**config.mk**
```make
export PLATFORM = sky130hd
export DESIGN_NAME = regfile_sb
export DESIGN_NICKNAME = d
export VERILOG_FILES = /design/src/rtl/regfile_sb_pkg.sv /design/src/rtl/regfile_sb_scoreboard.sv /design/src/rtl/regfile_sb.sv
export SDC_FILE = /design/constraint.sdc
export NUM_CORES = 2
export LEC_CHECK = 0
export BUFFER_PORTS_ARGS = -buffer_cell sky130_fd_sc_hd__buf_4
export CAP_MARGIN = 20
export CORE_AREA = 5 5 280 214
export CTS_BUF_LIST = sky130_fd_sc_hd__clkbuf_4 sky130_fd_sc_hd__clkbuf_8 sky130_fd_sc_hd__clkbuf_16
export DETAILED_ROUTE_END_ITERATION = 8
export DIE_AREA = 0 0 285 219
export MAX_ROUTING_LAYER = met4
export PLACE_DENSITY = 0.78
export SLEW_MARGIN = 0
export SYNTH_ARGS = -nofsm -noshare
export SYNTH_HDL_FRONTEND = slang
export SYNTH_SLANG_ARGS = --single-unit
```
**constraint.sdc**
```tcl
create_clock -name clk -period 32.9 [get_ports clk]
set_input_delay 0 -clock clk [delete_from_list [all_inputs] [get_ports clk]]
set_output_delay 0 -clock clk [all_outputs]
set_load 0.005 [all_outputs]
```
**src/rtl/regfile_sb_pkg.sv**
```systemverilog
// Shared definitions for the register file: default sizing, address width helper,
// instruction field positions for Ra/Rb/Rc and the hard-wired zero register index.
package regfile_sb_pkg;

  localparam int DEF_WIDTH    = 32;
  localparam int DEF_NREGS    = 16;
  localparam int DEF_NRD      = 2;
  localparam int DEF_MAX_PEND = 4;

  localparam int ZERO_REG = 0;

  // Register fields in the instruction word, consumed by the select/encode logic.
  localparam int IR_RA_LSB = 23;
  localparam int IR_RB_LSB = 19;
  localparam int IR_RC_LSB = 15;
  localparam int IR_R_W    = 4;

  // Width of a register index; never zero, even for a one-entry file.
  function automatic int addr_w(input int n);
    return (n <= 1) ? 1 : $clog2(n);
  endfunction

  typedef enum logic [1:0] {
    CNT_HOLD = 2'd0,
    CNT_INC  = 2'd1,
    CNT_DEC  = 2'd2
  } cnt_op_e;

endpackage

```
**src/rtl/regfile_sb_scoreboard.sv**
```systemverilog
// Busy-bit scoreboard: tracks registers whose results are in flight, counts them,
// and decides whether a new reservation can be accepted this cycle.
module regfile_sb_scoreboard
  import regfile_sb_pkg::*;
#(
  parameter int NREGS    = DEF_NREGS,
  parameter int MAX_PEND = DEF_MAX_PEND,
  parameter int AW       = addr_w(DEF_NREGS)
) (
  input  logic             clk,
  input  logic             clr,
  input  logic             wr_en,
  input  logic [AW-1:0]    wr_addr,
  input  logic             rsv_valid,
  input  logic [AW-1:0]    rsv_addr,
  output logic             rsv_ready,
  output logic [NREGS-1:0] busy_vec,
  output logic [AW:0]      pend_cnt
);

  localparam int NSLOT = 1 << AW;
  localparam logic [AW:0] MAX_P = (AW+1)'(MAX_PEND);

  logic [NREGS-1:0] busy_q;
  logic [AW:0]      cnt_q;
  logic [AW:0]      cnt_nxt;
  logic [NSLOT-1:0] valid_mask;
  logic [NSLOT-1:0] busy_ext;
  logic [NSLOT-1:0] busy_nxt;
  logic             wr_hit;
  logic             retire;
  logic             same_slot;
  logic             accept;
  cnt_op_e          cnt_op;

  // Widen to the full address space so any index is safe; slots past NREGS stay 0.
  always_comb begin
    valid_mask = '0;
    busy_ext   = '0;
    for (int i = 0; i < NREGS; i++) begin
      valid_mask[i] = 1'b1;
      busy_ext[i]   = busy_q[i];
    end
  end

  assign wr_hit    = wr_en & valid_mask[wr_addr];
  assign retire    = wr_hit & busy_ext[wr_addr];
  assign same_slot = wr_hit && (wr_addr == rsv_addr) && busy_ext[rsv_addr];
  assign rsv_ready = ((cnt_q < MAX_P) && !busy_ext[rsv_addr] && valid_mask[rsv_addr])
                     || same_slot;
  assign accept    = rsv_valid & rsv_ready;

  always_comb begin
    busy_nxt = busy_ext;
    if (wr_hit) busy_nxt[wr_addr] = 1'b0;
    if (accept) busy_nxt[rsv_addr] = 1'b1;

    // A retire and an accept in the same cycle cancel, whichever addresses they hit.
    cnt_op = CNT_HOLD;
    if (accept && !retire)      cnt_op = CNT_INC;
    else if (retire && !accept) cnt_op = CNT_DEC;

    case (cnt_op)
      CNT_INC: cnt_nxt = cnt_q + (AW+1)'(1);
      CNT_DEC: cnt_nxt = cnt_q - (AW+1)'(1);
      default: cnt_nxt = cnt_q;
    endcase
  end

  always_ff @(posedge clk or posedge clr) begin
    if (clr) begin
      busy_q <= '0;
      cnt_q  <= '0;
    end else begin
      busy_q <= busy_nxt[NREGS-1:0];
      cnt_q  <= cnt_nxt;
    end
  end

  assign busy_vec = busy_q;
  assign pend_cnt = cnt_q;

endmodule

```
**src/rtl/regfile_sb.sv**
```systemverilog
// Parametrised register file with NRD combinational read ports and a busy scoreboard.
// Optional REGFILE_BYPASS_EN: same-cycle write-through from the write port to matching reads.
module regfile_sb
  import regfile_sb_pkg::*;
#(
  parameter int WIDTH    = DEF_WIDTH,
  parameter int NREGS    = DEF_NREGS,
  parameter int NRD      = DEF_NRD,
  parameter int MAX_PEND = DEF_MAX_PEND,
  localparam int AW      = addr_w(NREGS)
) (
  input  logic                 clk,
  input  logic                 clr,
  input  logic [NRD*AW-1:0]    rd_addr,
  input  logic [NRD-1:0]       rd_base,
  output logic [NRD*WIDTH-1:0] rd_data,
  output logic [NRD-1:0]       rd_busy,
  input  logic                 wr_en,
  input  logic [AW-1:0]        wr_addr,
  input  logic [WIDTH-1:0]     wr_data,
  input  logic                 rsv_valid,
  input  logic [AW-1:0]        rsv_addr,
  output logic                 rsv_ready,
  output logic [NREGS-1:0]     busy_vec,
  output logic [AW:0]          pend_cnt
);

  logic [WIDTH-1:0] regs [NREGS];

  regfile_sb_scoreboard #(
    .NREGS    (NREGS),
    .MAX_PEND (MAX_PEND),
    .AW       (AW)
  ) u_scoreboard (
    .clk       (clk),
    .clr       (clr),
    .wr_en     (wr_en),
    .wr_addr   (wr_addr),
    .rsv_valid (rsv_valid),
    .rsv_addr  (rsv_addr),
    .rsv_ready (rsv_ready),
    .busy_vec  (busy_vec),
    .pend_cnt  (pend_cnt)
  );

  // Register 0 is stored like any other; only base-mode reads hide it.
  always_ff @(posedge clk or posedge clr) begin
    if (clr) begin
      for (int i = 0; i < NREGS; i++) regs[i] <= '0;
    end else if (wr_en) begin
      for (int i = 0; i < NREGS; i++)
        if (wr_addr == AW'(i)) regs[i] <= wr_data;
    end
  end

`ifdef REGFILE_BYPASS_EN
  logic wr_hit;

  always_comb begin
    wr_hit = 1'b0;
    for (int j = 0; j < NREGS; j++)
      if (wr_addr == AW'(j)) wr_hit = wr_en;
  end
`endif

  // Unmatched (out-of-range) addresses fall through to the zero defaults.
  always_comb begin
    rd_data = '0;
    rd_busy = '0;
    for (int p = 0; p < NRD; p++) begin
      for (int j = 0; j < NREGS; j++) begin
        if (rd_addr[p*AW +: AW] == AW'(j)) begin
          rd_data[p*WIDTH +: WIDTH] = regs[j];
          rd_busy[p]                = busy_vec[j];
        end
      end
`ifdef REGFILE_BYPASS_EN
      if (wr_hit && (wr_addr == rd_addr[p*AW +: AW])) begin
        rd_data[p*WIDTH +: WIDTH] = wr_data;
        rd_busy[p]                = 1'b0;
      end
`endif
      if (rd_base[p] && (rd_addr[p*AW +: AW] == AW'(ZERO_REG))) begin
        rd_data[p*WIDTH +: WIDTH] = '0;
        rd_busy[p]                = 1'b0;
      end
    end
  end

endmodule

```
==> results_tabular.tex <==
\begin{tabular}{lr}
\hline
Metric & Value \\
\hline
\multicolumn{2}{l}{\textbf{Clocking}} \\
Insertion delay of the later-clocked pin in the worst-skew pair & about 0.63 ns \\
Clock-pin transition on the worst setup and hold timing paths & $\sim$0.07 ns \\
Clock Sink Count & about 530 \\
CTS root buffer & sky130\_fd\_sc\_hd\_\_clkbuf\_16 \\
Clock tree from TritonCTS & built \\
Total CTS buffers & 54 \\
Post-CTS setup buffer count & 0 \\
CTS Buffer Depth & 3 \\
CTS HTree Levels & 2 \\
\multicolumn{2}{l}{\textbf{STA}} \\
RSZ-0062 raised after global routing & no \\
Count of final setup violators & 0 \\
Max transition margin & 0.126 \\
Final Max Tran Viols & 0 \\
Final clock period utilization by the worst path & 0.122 \\
Worst Tran Pin Value & roughly 1.3 ns \\
Worst Hold Margin & approximately 0.096 ns \\
Total negative slack & 0 ns \\
Highest achievable clock rate & around 250 MHz \\
Minimum period implied by the final worst setup slack & 4.00 ns \\
Number of endpoints with negative hold slack in the final report & 0 \\
Clock skew after layout & 0.00573 ns \\
\multicolumn{2}{l}{\textbf{Pwr}} \\
PD cells & 63.0 mW/mm² \\
LEAKAGE & between 10 and 15 nW \\
Worst voltage drop across the vdd grid & roughly 0.000054 V \\
Share of total power consumed by net switching & 0.325 \\
Sequential share of power & 0.444 \\
Logic gate share of total power & 0.253 \\
Internal Power & around 1.5 mW \\
Proportion of power drawn by the clock network & 0.303 \\
Switching power summed over all nets & roughly 0.71 mW \\
\multicolumn{2}{l}{\textbf{Critical path}} \\
Maximum net fanout on the critical path & 47 \\
CP Data Arrival Time & $\sim$4 ns \\
Number of cells traversed by the worst register-to-register path & 12 \\
Required time at the worst-slack endpoint & between 30 and 40 ns \\
Type of origin of the critical path & input port \\
Crit Path Class & in -> out \\
Endpoint kind of the worst setup timing path & output pin \\
\multicolumn{2}{l}{\textbf{Routing}} \\
Residual DRC & 40 \\
DRT antenna net count & 0 \\
Number of DRC violations after detailed-routing iteration 0 & roughly 5900 \\
Aggregate routed wire length & roughly 130 mm \\
DR pass1 iterations & 9 \\
Via count & 28100 \\
Number of vias per cell & 7.75 \\
Routed len/inst & approximately 37 µm \\
\multicolumn{2}{l}{\textbf{Run}} \\
Max-capacitance violation count & 0 \\
\multicolumn{2}{l}{\textbf{Worst hold path}} \\
Count of cells along the worst hold path & 4 \\
Worst Hold Class & in -> reg \\
\multicolumn{2}{l}{\textbf{Placed design}} \\
DP HPWL & about 78 mm \\
Last weighted congestion value of the routability-driven placer & between 1 and 1.5 \\
I/O Buffers & 141 \\
\multicolumn{2}{l}{\textbf{Logic synthesis}} \\
Share of synthesized cell area in and, or, nand and nor gates & 0.0741 \\
Post-Synthesis Net Count & $\sim$2800 \\
Xor-xnor portion of the synthesized cell area & 0.00226 \\
Sequential share of the synthesized area & 0.431 \\
Combinational family with the most area after synthesis & multiplexers \\
Average footprint of a synthesized cell & between 10 and 15 µm² \\
Adder and majority cell fraction of the synthesized area & 0.00226 \\
Synthesis warning total & 0 \\
Syn Inst Count & $\sim$2800 \\
Synthesized-area fraction occupied by ao, oa, aoi and oai cells & 0.172 \\
Number of distinct standard cells referenced by the synthesized netlist & 90 \\
Count of state elements after synthesis & 533 \\
Fraction of synthesized area in multiplexers & 0.269 \\
Top\_reg\_cell synth & sky130\_fd\_sc\_hd\_\_dfrtp\_1 \\
Mapped Area & approximately 0.031 mm² \\
Async set or reset register ratio after synthesis & 1.00 \\
Number of synthesized flops with an enable pin & 0 \\
\multicolumn{2}{l}{\textbf{Die}} \\
Starting density of the core & 0.545 \\
Number of placement rows & between 70 and 80 \\
Height of the die & 219 µm \\
Area of the die & $\sim$0.062 mm² \\
Die boundary width & roughly 290 µm \\
Core area & roughly 0.057 mm² \\
Number of ports placed on the die boundary & 142 \\
\multicolumn{2}{l}{\textbf{Layout}} \\
Share of post-route cells with drive strength above 1 & 0.354 \\
Finished Core Util & 0.611 \\
Synthesis-to-finish area growth & 12.0\% \\
Final layout net count & around 2900 \\
\multicolumn{2}{l}{\textbf{Global routing}} \\
Initial antenna violation count & 6 \\
Total grt overflow & 0 \\
Vias in the first global route & 27400 \\
Tot GR Track Use & 0.427 \\
Wire length of the first global-routing pass & about 190 mm \\
Largest net degree at the start of global routing & 165 \\
\multicolumn{2}{l}{\textbf{Run status}} \\
Violated checks & design-rule violations \\
Result of the run & finished, violations left \\
\hline
\end{tabular}
[per-layer routing]
metal  share of wire  track usage  routed length (µm)
met2            0.39        0.572               52400
met1            0.36        0.538               48300
met5               0            -                   0
met4           0.073        0.225                9780
met3            0.17        0.199               23100
[kinds of logic after synthesis]
kind of cell	after synthesis
compound gates	776
mux	699
flops	533
simple gates	458
buf+inv	309
xor+xnor	8
fa+ha+maj	5
[worst paths after layout]
path,startpoint,endpoint,slack [ns]
setup / recovery,rd_addr[5],rd_data[33],28.90
hold / removal,wr_en,u_scoreboard.pend_cnt[0]$_DFFE_PP0P_,0.1
setup reg to reg,u_scoreboard.busy_vec[12]$_DFF_PP0_,u_scoreboard.pend_cnt[4]$_DFFE_PP0P_,29.30
hold reg to reg,regs[294]$_DFFE_PP0P_,regs[294]$_DFFE_PP0P_,0.51
max in group asynchronous,clr,regs[410]$_DFFE_PP0P_,30.27
min in group asynchronous,clr,regs[168]$_DFFE_PP0P_,0.13
[metrics by stage]
| step | setup slack (ns) | instances | power, mW | cell area (µm²) |
|---|---|---|---|---|
| 2_1_floorplan | 18.00 | 2788 | 1.28 | 30900 |
| 5_1_grt | 29.09 | 3616 | 2.25 | 34600 |
| 3_5_place_dp | 29.34 | 3460 | 1.49 | 32200 |
| 4_1_cts | 29.33 | 3605 | 2.15 | 34500 |
| 3_3_place_gp | 29.30 | 3460 | 1.47 | 32200 |
| 6_report | 28.90 | 3622 | 2.18 | 34700 |
[cells in the mapped netlist, types with 41 or more instances]
master / instances / area share
sky130_fd_sc_hd__nand2_1: 134 / 0.016
sky130_fd_sc_hd__clkbuf_1: 104 / 0.013
sky130_fd_sc_hd__mux2_2: 577 / 0.21
sky130_fd_sc_hd__a221oi_1: 46 / 0.013
sky130_fd_sc_hd__o21ai_0: 172 / 0.028
sky130_fd_sc_hd__a22oi_1: 76 / 0.018
sky130_fd_sc_hd__dfrtp_1: 533 / 0.43
sky130_fd_sc_hd__a21oi_1: 143 / 0.023
sky130_fd_sc_hd__mux4_2: 47 / 0.034
sky130_fd_sc_hd__buf_2: 136 / 0.022
sky130_fd_sc_hd__nor2b_1: 41 / 0.0083
sky130_fd_sc_hd__nor2_1: 109 / 0.013
sky130_fd_sc_hd__mux2i_1: 72 / 0.023
sky130_fd_sc_hd__o22ai_1: 59 / 0.012
[worst max-delay path, cell delays in order]
cell	delay, ns
sky130_fd_sc_hd__buf_4	0.52
sky130_fd_sc_hd__buf_4	0.65
sky130_fd_sc_hd__and2_1	0.98
sky130_fd_sc_hd__nand2_1	0.74
sky130_fd_sc_hd__buf_4	0.45
sky130_fd_sc_hd__o22ai_1	0.14
sky130_fd_sc_hd__or3_1	0.14
sky130_fd_sc_hd__a31oi_1	0.06
sky130_fd_sc_hd__buf_4	0.17
[power by group through the flow]
stage / logic (mW) / clock network (mW) / registers, mW
2_1_floorplan: 0.368 / 0 / 0.914
6_report: 0.552 / 0.662 / 0.970
5_1_grt: 0.581 / 0.685 / 0.981
3_3_place_gp: 0.510 / 0 / 0.957
3_5_place_dp: 0.525 / 0 / 0.968
4_1_cts: 0.534 / 0.659 / 0.958
[layout make-up]
class                      count  area [µm²]
clock inverter                21         199
multi-input combinational   1946       16200
fill                        4475       22100
clock buffer                  79        1680
antenna                       12        30.0
timing repair buffer         261        2160
sequential                   533       13300
tap                          741         927
inverter                      29         116
[state kept, by name, indices dropped and copies added (netlist names)]
signal	count
u_scoreboard.pend_cnt	5
regs	512
u_scoreboard.busy_vec	16
[placed cells by master (no fill, tap or decap), types with 59 or more instances in the layout]
cell type | netlist | layout
sky130_fd_sc_hd__a21oi_1 | 143 | 143
sky130_fd_sc_hd__buf_4 | 27 | 207
sky130_fd_sc_hd__o22ai_1 | 59 | 59
sky130_fd_sc_hd__dfrtp_1 | 533 | 533
sky130_fd_sc_hd__o21ai_0 | 172 | 172
sky130_fd_sc_hd__mux2i_1 | 72 | 72
sky130_fd_sc_hd__nand2_1 | 134 | 131
sky130_fd_sc_hd__nor2_1 | 109 | 105
sky130_fd_sc_hd__mux2_2 | 577 | 577
sky130_fd_sc_hd__a22oi_1 | 76 | 76
[repair_timing]
item                      CTS  global route
hold buffers               45             0
resized for setup           0             0
hold endpoints to repair  668             0
Note: power is estimated with default switching activity, not from simulation.
